<file path="src/rtl/door_lock_pkg.sv">
// rtl/door_lock_pkg.sv - state encoding and shared constants for the door lock controller
package door_lock_pkg;

    localparam int DIGIT_W    = 4;
    localparam int PW_W       = 12;
    localparam int NUM_DIGITS = PW_W / DIGIT_W;

    localparam logic [PW_W-1:0] DEFAULT_PW_C     = 12'h123;
    localparam int              UNLOCK_CYCLES_C  = 16;
    localparam int              LOCKOUT_CYCLES_C = 32;
    localparam int              MAX_FAILS_C      = 3;

    typedef enum logic [2:0] {
        ST_LOCKED   = 3'd0,
        ST_CHECK    = 3'd1,
        ST_UNLOCKED = 3'd2,
        ST_SET_NEW  = 3'd3,
        ST_ALARM    = 3'd4
    } state_t;

    function automatic int max_int(input int a, input int b);
        return (a > b) ? a : b;
    endfunction

endpackage

</file>
<file path="src/rtl/password_getter_sync.sv">
// rtl/password_getter_sync.sv - keypad entry shift register with saturating digit count
module password_getter_sync
    import door_lock_pkg::*;
(
    input  logic               i_clk,
    input  logic               i_reset,
    input  logic [DIGIT_W-1:0] i_digit,
    input  logic               i_confirm,
    output logic [PW_W-1:0]    o_entry,
    output logic [1:0]         o_count
);

    always_ff @(posedge i_clk) begin
        if (i_reset) begin
            o_entry <= '0;
            o_count <= '0;
        end else if (i_confirm) begin
            // Oldest digit falls off the top so the last three entered always count.
            o_entry <= {o_entry[PW_W-DIGIT_W-1:0], i_digit};
            if (o_count != 2'(NUM_DIGITS))
                o_count <= o_count + 2'd1;
        end
    end

endmodule

</file>
<file path="src/rtl/door_lock_controller.sv">
// rtl/door_lock_controller.sv - keypad door lock FSM with unlock timer, password change and alarm lockout
module door_lock_controller
    import door_lock_pkg::*;
#(
    parameter logic [PW_W-1:0] DEFAULT_PW     = DEFAULT_PW_C,
    parameter int              UNLOCK_CYCLES  = UNLOCK_CYCLES_C,
    parameter int              LOCKOUT_CYCLES = LOCKOUT_CYCLES_C,
    parameter int              MAX_FAILS      = MAX_FAILS_C
)(
    input  logic               i_clk,
    input  logic               i_reset,
    input  logic [DIGIT_W-1:0] i_digit,
    input  logic               i_confirm,
    input  logic               i_enter,
    input  logic               i_lock,
    input  logic               i_set_mode,
    output logic               o_unlocked,
    output logic               o_alarm,
    output logic [2:0]         o_state,
    output logic [1:0]         o_digits,
    output logic [1:0]         o_fails
);

    localparam int TIMER_W = $clog2(max_int(UNLOCK_CYCLES, LOCKOUT_CYCLES)) + 1;
    localparam logic [TIMER_W-1:0] UNLOCK_T  = TIMER_W'(UNLOCK_CYCLES);
    localparam logic [TIMER_W-1:0] LOCKOUT_T = TIMER_W'(LOCKOUT_CYCLES);
    localparam logic [TIMER_W-1:0] TIMER_ONE = TIMER_W'(1);

    state_t             state;
    logic [PW_W-1:0]    stored_pw;
    logic [PW_W-1:0]    entry;
    logic [TIMER_W-1:0] timer;
    logic               entry_clear;
    logic               entry_confirm;
    logic               match;
    logic [1:0]         fails_inc;

    // The entry is wiped on the same edge that leaves CHECK or SET_NEW.
    assign entry_clear   = (state == ST_CHECK) || ((state == ST_SET_NEW) && i_enter);
    assign entry_confirm = i_confirm && !i_enter &&
                           ((state == ST_LOCKED) || (state == ST_SET_NEW));
    assign match         = (o_digits == 2'(NUM_DIGITS)) && (entry == stored_pw);
    assign fails_inc     = o_fails + 2'd1;
    assign o_state       = state;

    password_getter_sync u_getter (
        .i_clk     (i_clk),
        .i_reset   (i_reset || entry_clear),
        .i_digit   (i_digit),
        .i_confirm (entry_confirm),
        .o_entry   (entry),
        .o_count   (o_digits)
    );

    always_ff @(posedge i_clk) begin
        if (i_reset) begin
            state      <= ST_LOCKED;
            stored_pw  <= DEFAULT_PW;
            o_fails    <= '0;
            timer      <= '0;
            o_unlocked <= 1'b0;
            o_alarm    <= 1'b0;
        end else begin
            case (state)
                ST_LOCKED: begin
                    if (i_enter)
                        state <= ST_CHECK;
                end
                ST_CHECK: begin
                    if (match) begin
                        state      <= ST_UNLOCKED;
                        o_fails    <= '0;
                        timer      <= UNLOCK_T;
                        o_unlocked <= 1'b1;
                    end else begin
                        o_fails <= fails_inc;
                        if (int'(fails_inc) == MAX_FAILS) begin
                            state   <= ST_ALARM;
                            timer   <= LOCKOUT_T;
                            o_alarm <= 1'b1;
                        end else begin
                            state <= ST_LOCKED;
                        end
                    end
                end
                ST_UNLOCKED: begin
                    // Expiry wins over both user strobes.
                    if (timer <= TIMER_ONE) begin
                        state      <= ST_LOCKED;
                        timer      <= '0;
                        o_unlocked <= 1'b0;
                    end else if (i_lock) begin
                        state      <= ST_LOCKED;
                        timer      <= '0;
                        o_unlocked <= 1'b0;
                    end else begin
                        timer <= timer - TIMER_ONE;
                        if (i_set_mode)
                            state <= ST_SET_NEW;
                    end
                end
                ST_SET_NEW: begin
                    if (i_enter) begin
                        if (o_digits == 2'(NUM_DIGITS))
                            stored_pw <= entry;
                        state <= ST_UNLOCKED;
                        timer <= UNLOCK_T;
                    end
                end
                ST_ALARM: begin
                    if (timer <= TIMER_ONE) begin
                        state   <= ST_LOCKED;
                        timer   <= '0;
                        o_fails <= '0;
                        o_alarm <= 1'b0;
                    end else begin
                        timer <= timer - TIMER_ONE;
                    end
                end
                default: begin
                    state      <= ST_LOCKED;
                    o_unlocked <= 1'b0;
                    o_alarm    <= 1'b0;
                end
            endcase
        end
    end

endmodule

</file>
<file path="config.mk">
export PLATFORM = sky130hd
export DESIGN_NAME = door_lock_controller
export DESIGN_NICKNAME = d
export VERILOG_FILES = /design/src/rtl/door_lock_pkg.sv /design/src/rtl/password_getter_sync.sv /design/src/rtl/door_lock_controller.sv
export SDC_FILE = /design/constraint.sdc
export NUM_CORES = 1
export LEC_CHECK = 0
export ABC_AREA = 1
export BUFFER_PORTS_ARGS = -buffer_cell sky130_fd_sc_hd__buf_2
export CAP_MARGIN = 20
export CORE_MARGIN = 4
export CORE_UTILIZATION = 42
export DETAILED_ROUTE_END_ITERATION = 8
export PLACE_DENSITY_LB_ADDON = 0.1
export REMOVE_ABC_BUFFERS = 1
export SLEW_MARGIN = 25
export SYNTH_ARGS = -nofsm -noshare
export SYNTH_HDL_FRONTEND = slang
export SYNTH_SLANG_ARGS = --single-unit
</file>
<file path="constraint.sdc">
create_clock -name i_clk -period 4.4 [get_ports i_clk]
set_input_delay 0.66 -clock i_clk [delete_from_list [all_inputs] [get_ports i_clk]]
set_output_delay 0.66 -clock i_clk [all_outputs]
set_load 0.02 [all_outputs]
</file>
==> reports/metrics.csv <==
metric,value,unit
cellInternalPower,579.8,uW
holdWs,0.4524,ns
seq_area_frac_synth,0.4021,
final_period_minus_worst_setup_slack,1.836,ns
power.switching_fraction,0.2477,
pin_count_of_the_biggest_net_entering_global_routing,24,
post_cts_repair_resize_count,0,
synthDistinctLibCells,27,
grt.total_usage,0.1456,
post_synth_main_area_contributors,"dfxtp_1, nand2_1, inv_1",
detail_route.vias_per_cell,4.849,
cp_top_family,simple AND/OR/NAND/NOR gates,
drt_pass1_iterations,4,
crit_path_max_incr_delay,0.39,ns
synth.cell_area,1942,sq um
die-width,76.00,microns
fp.dieH,76.00,microns
worstPathMaxFanout,22,
worst_clock_skew,0.007467,ns
port_buffers,18,
postCtsSetupRepairBufs,0,
cts_sinks,39,
timing.setup.tns,0,ns
n_antenna_cell,0,
overflow,0,
fin_nets,313,
drt_drc_violations_left,0,
path_class,reg -> reg,
htreeDepth,2,
outcome,"finished, final reports clean",
max_freq,0.5447,GHz
gp_routability_congestion,0.7856,
powerDensity,353.8,nW/um^2
drt-initial-drc-count,116,
yosysTopAreaCell,dfxtp_1,
place_inst,344,
hold_viol,0,
finalSetupViolations,0,
comb_power_share,0.115,
cts.reportedPaths.clkPinSlew,0.08,ns
drv_slew,0,
seq_power_share,0.486,
cts-root-buf,clkbuf_8,
vdd_ir_drop_max,277.3,uV
vias,1707,
max_slew_margin,0.6371,
area_delta_synth_final,12.18,%
timing.critical_path.cells,inv_2 > nor2_4 > nand2_2 > o21ai_2 > nand3_2 > inv_2 > nand2_2 > or2_0 > a21oi_1,
period_share,0.4173,
postCtsHoldBufs,0,
critical_path.endpoint_type,register,
placeableCoreArea,4414,sq um
vias_in_the_first_global_route,1527,
min-delay-path-class,reg -> reg,
ctsLongestPathBuffers,2,
cp_data_arrival_time,2.05,ns
clockPowerShare,0.399,
critical_path.slowest_cell,nand3_2,
number_of_top_level_pins,19,
yosys_warnings,0,
post_layout_nonfiller_instances,352,
cts_tree,yes,
power.net_switching,190.9,uW
number_of_antenna_violations_at_the_first_check_in_global_routing,0,
p_leak,0.9718,nW
tritoncts.num_buffers,5,
post_drt_wl_per_cell,11.46,microns
start_util,0.4399,
synth_seq_cells,39,
layout_cell_share_with_drive_strength_beyond_1,0.1533,
timing_worst_slew_pin_value,0.5438,ns
critical_path_required,4.62,ns
cap_violations,0,
drt-total-wl,4034,microns
detail-route-antenna-nets,0,
netlist.area_leader.share,0.4021,
half_perimeter_wire_length_after_detailed_placement,2987,microns
startpoint_kind_of_the_worst_setup_timing_path,register,
netlist_instances,281,
fp-row-count,24,
grt_setup_unrepaired,no,
synthesis.area_per_instance,6.911,sq um
insertion_delay,0.29,ns
timing.critical_path.buf_inv,2,
floorplan.die_area,5775,sq um
grt_first_pass_wirelength,6879,microns
[cell usage in the layout, fill, tap and decap left out, types with 3 or more instances in the layout]
cell type  instances
a211oi_1           9
a21oi_1           24
buf_2             18
clkbuf_8           6
dfxtp_1           39
ha_1               4
inv_1             36
inv_2              5
nand2_1           76
nand2_2            4
nand3_1            6
nand3_2            3
nand4_1            3
nor2_1            29
o211ai_1           5
o21ai_0           14
or2_2              3
xor2_1             3
[metrics by stage]
step                setup WS [ns]  utilization  cell area, sq um  power [mW]
global placement            2.334       0.4668              2061      0.4715
floorplan                   2.687            -              1906      0.4459
global route                2.364       0.4935              2178      0.8129
detailed placement          2.334       0.4668              2061      0.4714
CTS                         2.550       0.4935              2178      0.7786
finish                      2.564       0.4935              2178      0.7707
[cells in the mapped netlist]
cell type / number
ha_1: 4
nand3_1: 6
nand2_1: 76
nand3_2: 3
nand2_2: 4
clkbuf_1: 1
nand3b_1: 1
or2_2: 3
o21ai_2: 1
nor2_1: 29
or2_0: 1
nor3_1: 2
nor2_4: 2
o211ai_1: 5
xor2_1: 3
o21ai_0: 14
nor2_2: 2
buf_2: 5
or2_1: 1
a211oi_1: 9
dfxtp_1: 39
a21oi_1: 24
inv_2: 5
buf_4: 1
nand4_1: 3
inv_1: 36
xnor2_1: 1
[per-layer routing]
layer	up-vias	track usage	part of all wire
li1	929	-	-
met1	739	0.2050	0.51
met2	32	0.2123	0.43
met3	7	0.03783	0.051
met4	0	0.05338	0.015
met5	-	0	0
[worst register-to-register path: stages (launching register included)]
cell,delay (ns)
dfxtp_1,0.38
inv_2,0.07
nor2_4,0.11
nand2_2,0.09
o21ai_2,0.10
nand3_2,0.39
inv_2,0.23
nand2_2,0.08
or2_0,0.20
a21oi_1,0.11
[sequential cells by signal (all words and copies together), names as in the netlist]
signal and flops:
o_alarm 1, o_state 3, u_getter.o_entry 12, o_fails 2, timer 6, u_getter.o_count 2
o_unlocked 1, stored_pw 12
[path summary, 6_finish.rpt]
kind         startpoint  slack, ns  cells after the start             endpoint
min reg2reg  o_unlocked       0.45                      2           o_unlocked
max          o_state[0]       2.56                      9  u_getter.o_count[0]
max reg2reg  o_state[0]       2.56                      9  u_getter.o_count[0]
min          o_unlocked       0.45                      2           o_unlocked
[power groups by stage]
stage / logic (mW) / registers (mW) / clock network [mW]
3_5_place_dp: 0.0885 / 0.383 / 0
5_1_grt: 0.101 / 0.377 / 0.335
3_3_place_gp: 0.0885 / 0.383 / 0
4_1_cts: 0.0891 / 0.375 / 0.315
6_report: 0.0885 / 0.375 / 0.308
2_1_floorplan: 0.0598 / 0.386 / 0
[cell families after synthesis]
group	share of synthesized area
fa+ha+maj	0.02577
compound gates	0.1566
xor+xnor	0.01804
buf+inv	0.09794
simple gates	0.2996
flops	0.4021
[area by class of cell]
cell class	instances	area, sq um
Clock inverter	2	35.03
Multi-Input combinational cell	194	970.9
Tap cell	52	65.06
Timing Repair Buffer	18	90.09
Fill cell	468	2236
Sequential cell	39	780.7
Clock buffer	6	82.58
Inverter	41	153.9
Power figures use the tool's default switching activity.
